--- src/rtl/ones_stream_tx.sv ---
// Serial MSB-first word transmitter with a mod-3 count of transmitted '1' bits.
// 'tick' flags every third '1' in the same cycle that bit is on 'out'.
module ones_stream_tx #(
  parameter int DATA_W = 8,
  parameter int GAP    = 1
) (
  input  logic              clk,
  input  logic              rst,
  input  logic              load_valid,
  output logic              load_ready,
  input  logic [DATA_W-1:0] load_data,
  output logic              out,
  output logic              out_valid,
  output logic              tick,
  output logic              busy,
  output logic              done
);

  typedef enum logic [1:0] {
    S_IDLE  = 2'd0,
    S_SHIFT = 2'd1,
    S_GAP   = 2'd2
  } state_e;

  localparam logic [4:0] LAST_IDX = 5'(DATA_W - 1);
  localparam logic [3:0] GAP_LD   = 4'((GAP > 0) ? (GAP - 1) : 0);

  state_e            state_q, state_d;
  logic [DATA_W-1:0] shreg_q, shreg_d;
  logic [4:0]        bitcnt_q, bitcnt_d;
  logic [3:0]        gapcnt_q, gapcnt_d;
  logic [1:0]        ones_q, ones_d;
  logic              done_q, done_d;

  // The unreachable count value 3 is folded onto 0 before advancing.
  function automatic logic [1:0] ones_next(input logic [1:0] cur, input logic one_sent);
    logic [1:0] base;
    base = (cur == 2'd3) ? 2'd0 : cur;
    if (!one_sent)
      return base;
    return (base == 2'd2) ? 2'd0 : base + 2'd1;
  endfunction

  always_comb begin
    state_d    = state_q;
    shreg_d    = shreg_q;
    bitcnt_d   = bitcnt_q;
    gapcnt_d   = gapcnt_q;
    done_d     = 1'b0;
    load_ready = 1'b0;
    out_valid  = 1'b0;
    busy       = 1'b0;
    case (state_q)
      S_IDLE: begin
        load_ready = 1'b1;
        if (load_valid) begin
          shreg_d  = load_data;
          bitcnt_d = LAST_IDX;
          state_d  = S_SHIFT;
        end
      end
      S_SHIFT: begin
        out_valid = 1'b1;
        busy      = 1'b1;
        shreg_d   = {shreg_q[DATA_W-2:0], 1'b0};
        bitcnt_d  = bitcnt_q - 5'd1;
        if (bitcnt_q == 5'd0) begin
          done_d   = 1'b1;
          bitcnt_d = 5'd0;
          if (GAP > 0) begin
            state_d  = S_GAP;
            gapcnt_d = GAP_LD;
          end else begin
            state_d = S_IDLE;
          end
        end
      end
      S_GAP: begin
        busy = 1'b1;
        if (gapcnt_q == 4'd0)
          state_d = S_IDLE;
        else
          gapcnt_d = gapcnt_q - 4'd1;
      end
      default: state_d = S_IDLE;
    endcase
  end

  assign out    = out_valid & shreg_q[DATA_W-1];
  assign tick   = out_valid & out & (ones_q == 2'd2);
  assign done   = done_q;
  assign ones_d = ones_next(ones_q, out_valid & out);

  always_ff @(posedge clk or negedge rst) begin
    if (!rst) begin
      state_q  <= S_IDLE;
      shreg_q  <= '0;
      bitcnt_q <= '0;
      gapcnt_q <= '0;
      ones_q   <= '0;
      done_q   <= 1'b0;
    end else begin
      state_q  <= state_d;
      shreg_q  <= shreg_d;
      bitcnt_q <= bitcnt_d;
      gapcnt_q <= gapcnt_d;
      ones_q   <= ones_d;
      done_q   <= done_d;
    end
  end

endmodule

--- config.mk ---
export PLATFORM = sky130hd
export DESIGN_NAME = ones_stream_tx
export DESIGN_NICKNAME = d
export VERILOG_FILES = /design/src/rtl/ones_stream_tx.sv
export SDC_FILE = /design/constraint.sdc
export NUM_CORES = 1
export LEC_CHECK = 0
export BUFFER_PORTS_ARGS = -buffer_cell sky130_fd_sc_hd__buf_2
export CORE_ASPECT_RATIO = 0.9
export CORE_MARGIN = 2
export CORE_UTILIZATION = 55
export DETAILED_ROUTE_END_ITERATION = 8
export GPL_TIMING_DRIVEN = 0
export PLACE_DENSITY = 0.8
export SETUP_SLACK_MARGIN = 0.05
export SLEW_MARGIN = 20
export SYNTH_ARGS = -nofsm -noshare
export SYNTH_HDL_FRONTEND = slang
export SYNTH_SLANG_ARGS = --single-unit
--- constraint.sdc ---
create_clock -name clk -period 2.4 [get_ports clk]
set_clock_uncertainty 0.15 [all_clocks]
set_input_delay 0.48 -clock clk [delete_from_list [all_inputs] [get_ports clk]]
set_output_delay 0.48 -clock clk [all_outputs]
set_load 0.005 [all_outputs]
==> flow_summary.toml, run 1 <==
[clocking]
cts_root_buf = "clkbuf_4"
clock_path_buffers = 2
numCtsBuffers = 3
cts_tree = "done"
cts.sinks = 22
cts_max_level = 1
clk_pin_slew_ns = 0.12
post_cts_buffers = 0
insertion_delay_ns = 0.31

[detailed_routing]
via_per_inst = 5.78
wl_mm = 2.66
dr.pass1.iters = 5
drc = 0
vias = 1012
drt_iter0_drc = 25
antenna_left = 0
wl_per_cell_um = 15.2

[power]
power.leakage_nw = 0.669
vdd_ir_drop_max_v = 0.000799
pwr_density_cell_nw_per_um2 = 1020

[critical_path]
endpoint_kind = "output port"
cp.required_ns = 1.77
start_kind = "flop"
cp_max_fo = 10
path_class = "reg2out"
worstPathArrival_ns = 1.61

[layout]
final_util = 0.650
fin_nets = 167
n_fill_cell = 182
diodes = 0
syn_to_final_growth_pct = 14.2
drive_gt1_frac = 0.203

[place]
place_congestion = 0.801
detailed_place_hpwl_mm = 1.86
portBuffers = 16
pre_cts_ws_ns = 0.153

[yosys]
syn_avg_cell_area_um2 = 9.60
synth-seq-area-share = 0.452
synth_top_area_cell = "dfrtp_1"
yosys-top-cells-area = "dfrtp_1, ha_1, o21ai_0"
netlist.area_leader.share = 0.452
synth-seq-cells = 22
syn_inst = 127
synth_area_um2 = 1220
syn-num-nets = 145
ys_types = 32
synth_warnings = 0

[global_route]
grt_start_max_net_pins = 23
gr-usage-all-layers = 0.235
grt_overflow = 0
first_global_vias = 975
antenna_found_initial = 0
grt_pass1_wl_mm = 4.46

[timing]
final.setup.worst_slack_ns = 0.165
fin_crit_sh = 0.931
min_period_ns = 2.24
drv_slew = 0
tightest_slew_ns = 0.656
setup_violations = 0
slew_headroom = 0.562
rsz0062_at_grt = "no"
max_clock_freq_mhz = 447
hold_viol = 0
setup-tns-final_ns = 0

[die]
io_pins = 17
num_rows = 16
die_area_um2 = 2610
die_y_um = 48.7
die_x_um = 53.6
fp.coreArea_um2 = 2140
start_util = 0.569

[min_path]
holdCritPathClass = "in2reg"

[run]
drv_cap = 0

[status]
status = "complete, no violations"
cell type report:
class,instances,area [um2],share of cell area
repair buffers,17,90.1,0.0647
multi-input cells,87,608,0.437
plain buffers,4,20.0,0.0144
inverters,14,52.6,0.0378
clock buffers,4,36.3,0.0261
flip-flops and latches,22,551,0.396
well taps,27,33.8,0.0243
routing by layer:
| layer | vias to the layer above | track usage | share of wire |
|---|---|---|---|
| li1 | 487 | - | - |
| met1 | 493 | 0.309 | 0.44 |
| met2 | 30 | 0.377 | 0.51 |
| met3 | 2 | 0.0679 | 0.038 |
| met4 | 0 | 0.0556 | 0.0079 |
| met5 | - | 0 | 0 |
synthesized netlist by cell type (all sizes together):
library cell	number
a211o	1
a21boi	1
a21oi	5
a222oi	1
a22o	1
a22oi	1
a31oi	3
and2	2
and3	1
buf	1
clkbuf	3
dfrtp	22
ha	7
inv	14
mux2	3
mux2i	7
nand2	14
nand2b	4
nor2	5
nor2b	1
nor4	2
nor4b	1
o211a	1
o21ai	17
o221ai	2
o31a	1
or3	4
or4	1
or4b	1
where the power goes:
part           leakage, nW  total (mW)  internal, mW  switching [mW]
Clock               0.0210       0.210        0.0927           0.118
Sequential           0.279       0.558         0.484          0.0737
Combinational        0.369       0.646         0.270           0.376
worst max-delay path: stages, from the launching register on:
cell,delay [ns]
dfrtp_1,0.42
inv_1,0.09
ha_2,0.28
clkbuf_4,0.25
and3_1,0.16
buf_2,0.10
metrics by stage:
stage | power, mW | area, um2 | hold WS [ns] | instances
after CTS | 1.41 | 1380 | 0.259 | 175
after floorplan | 1.00 | 1220 | 0.0344 | 127
after global routing | 1.55 | 1390 | 0.284 | 175
after detailed placement | 1.20 | 1330 | 0.328 | 170
final | 1.41 | 1390 | 0.266 | 175
after global placement | 1.14 | 1330 | 0.312 | 170
layout by cell type, fill, tap and decap left out, types with 5 or more instances in the layout:
master | netlist | layout
buf_2 | 1 | 17
o21ai_0 | 15 | 15
nand2_1 | 13 | 13
nor2_1 | 5 | 5
mux2i_1 | 7 | 7
dfrtp_1 | 22 | 22
inv_1 | 14 | 14
a21oi_1 | 5 | 5
ha_1 | 7 | 6
final timing paths:
check                           cells past startpoint  slack (ns)                    start                      end
worst max-delay path                                5        0.16   state_q[1]$_DFFE_PN0P_                     tick
worst min-delay path                                3        0.27             load_data[0]   shreg_q[0]$_DFFE_PN0P_
worst max register to register                      6        0.34  bitcnt_q[0]$_DFFE_PN0P_  gapcnt_q[2]$_DFFE_PN0P_
worst min register to register                      2        0.35   shreg_q[0]$_DFFE_PN0P_   shreg_q[0]$_DFFE_PN0P_
max in group asynchronous                           2        1.25                      rst  bitcnt_q[1]$_DFFE_PN0P_
min in group asynchronous                           2        0.52                      rst   shreg_q[5]$_DFFE_PN0P_
state kept, by name, indices dropped and copies added (netlist names):
register and count:
ones_q 2, shreg_q 8, gapcnt_q 4, bitcnt_q 5, done 1, state_q 2
cells by family after synthesis:
kind of cell / after synthesis / synth area share
buffers and inverters: 18 / 0.0565
multiplexers: 10 / 0.0852
adder cells (fa/ha/maj): 7 / 0.0719
AND/OR/NAND/NOR: 36 / 0.161
AO/OA/AOI/OAI: 34 / 0.174
flip-flops: 22 / 0.452
timing repair:
action | CTS | global route
setup endpoints to repair | 1 | 4
resized for setup | 2 | 3
hold buffers | 1 | 0
cloned | 0 | 0
endpoints found under the hold margin | 22 | 0
Power figures use the tool's default switching activity.
==> run 2, diff against run 1 <==
- CORE_MARGIN: 2 -> 8
- REMOVE_ABC_BUFFERS: default -> 1
==> run 2 against run 1 <==
Compared with the run above: critical path depth unchanged; sequential power decreased by 1%; die area grew 53%; sequential share of layout area up 0.25 points; core utilization is 0.41 points lower; setup slack better by 0.033 ns; count of clock-buffer cells in the layout unchanged; clock power is 2% lower; critical endpoint is now out.
==> flow_summary.toml, run 2 (synthesis results as in run 1) <==
[critical_path]
rr_endpoint = "bitcnt_q[2]$_DFFE_PN0P_"
cp_max_fo = 25
slowest_stage = "dfrtp_1"
crit_chain = "inv_1 > ha_4 > nand2_1 > inv_1 > buf_2"
r2r_setup_slack_ns = 0.23
crit_family = "flip-flops"
cp_slowest_stage_delay_ns = 0.43
r2r-start = "bitcnt_q[0]$_DFFE_PN0P_"
endpoint_kind = "output port"
cp.required_ns = 1.77
rr_worst_depth = 5
worstPathArrival_ns = 1.57
start_kind = "flop"
worst-path-buf-inv = 3
critPathMostFrequentCell = "inv_1"
path_class = "reg2out"

[detailed_routing]
via_per_inst = 5.58
antenna_left = 0
drt_iter0_drc = 33
drc = 0
vias = 959
dr.pass1.iters = 4
wl_mm = 2.32
wl_per_cell_um = 13.5

[timing]
rsz0062_at_grt = "no"
drv_slew = 0
setup_violations = 0
tightest_slew_ns = 0.944
fin_crit_sh = 0.918
slew_headroom = 0.362
max_clock_freq_mhz = 454
min_period_ns = 2.20
whs_ns = 0.267
setup-tns-final_ns = 0
final.setup.worst_slack_ns = 0.197
hold_viol = 0

[min_path]
hold_path_depth = 3
min_from = "load_data[0]"
min_to = "shreg_q[0]$_DFFE_PN0P_"
holdCritPathClass = "in2reg"

[die]
num_rows = 16
io_pins = 17
die_y_um = 60.7
fp.coreArea_um2 = 2140
start_util = 0.569
die_area_um2 = 3980
die_x_um = 65.6

[power]
pwr_density_cell_nw_per_um2 = 994
vdd_ir_drop_max_v = 0.000663
power.leakage_nw = 0.665
finalPower_mw = 1.37

[clocking]
clk_pin_slew_ns = 0.12
insertion_delay_ns = 0.31
cts_root_buf = "clkbuf_4"
cts_max_level = 1
cts.sinks = 22
clock_path_buffers = 2
numCtsBuffers = 3
cts_tree = "done"

[place]
dp.cells = 167
placed_area_um2 = 1320
detailed_place_hpwl_mm = 1.67
pre_cts_ws_ns = -0.382
place_congestion = 0.862
portBuffers = 16

[layout]
largest_register = "shreg_q"
stdcell_area_um2 = 1380
diodes = 0
seqCellArea_um2 = 551
final_util = 0.645
largest_reg_flops = 8
syn_to_final_growth_pct = 13.5
drive_gt1_frac = 0.193
stdcell_count = 172
n_fill_cell = 165
final_common_cell = "dfrtp_1"
final_cell_mix = "dfrtp_1, buf_2, inv_1, o21ai_0, nand2_1"
fin_nets = 164
multiInputGateArea_um2 = 612
reg_top3 = "shreg_q (8), bitcnt_q (5), gapcnt_q (4)"

[global_route]
grt_overflow = 0
grt_start_max_net_pins = 26
gr-usage-all-layers = 0.128
antenna_found_initial = 0
first_global_vias = 1002
grt_pass1_wl_mm = 4.08

[status]
status = "complete, no violations"

[run]
drv_cap = 0
-- run 2: area by class of cell --
cell class / instances / share of cell area
multi-input cells: 87 / 0.443
flip-flops and latches: 22 / 0.398
repair buffers: 18 / 0.0706
inverters: 14 / 0.0380
clock buffers: 4 / 0.0262
well taps: 27 / 0.0244
-- run 2: worst max path at each step --
stage,depth (start not counted),startpoint,endpoint,slack [ns]
after floorplan,5,state_q[1]$_DFFE_PN0P_,bitcnt_q[3]$_DFFE_PN0P_,-0.28
after global placement,5,state_q[1]$_DFFE_PN0P_,bitcnt_q[3]$_DFFE_PN0P_,-0.77
after detailed placement,5,state_q[1]$_DFFE_PN0P_,bitcnt_q[3]$_DFFE_PN0P_,-0.38
after CTS,5,state_q[1]$_DFFE_PN0P_,out,0.19
after global routing,5,bitcnt_q[0]$_DFFE_PN0P_,gapcnt_q[1]$_DFFE_PN0P_,0.1
final,5,state_q[1]$_DFFE_PN0P_,out,0.20
-- run 2: worst min-delay path: stages --
cell and delay (ns):
buf_2 0.10, nand2b_1 0.05, o21ai_0 0.06
-- run 2: power breakdown --
part,internal [mW],switching (mW)
sequential,0.484,0.0683
clock,0.0927,0.112
combinational,0.270,0.347
total,0.847,0.527
-- run 2: timing repair --
item                                    CTS  global route
setup buffers                             0             0
hold buffers                              1             0
gates resized for setup                   2             0
endpoints found under the hold margin    22             0
endpoints found under the setup margin   14             0
-- run 2: layer usage --
layer | vias up | GRT usage | share of wire | wire length, um
met3 | 2 | 0.0424 | 0.036 | 84
met1 | 462 | 0.142 | 0.47 | 1090
met2 | 13 | 0.224 | 0.49 | 1130
met4 | 0 | 0.0466 | 0.0052 | 12
li1 | 482 | - | - | -
met5 | - | 0 | 0 | 0
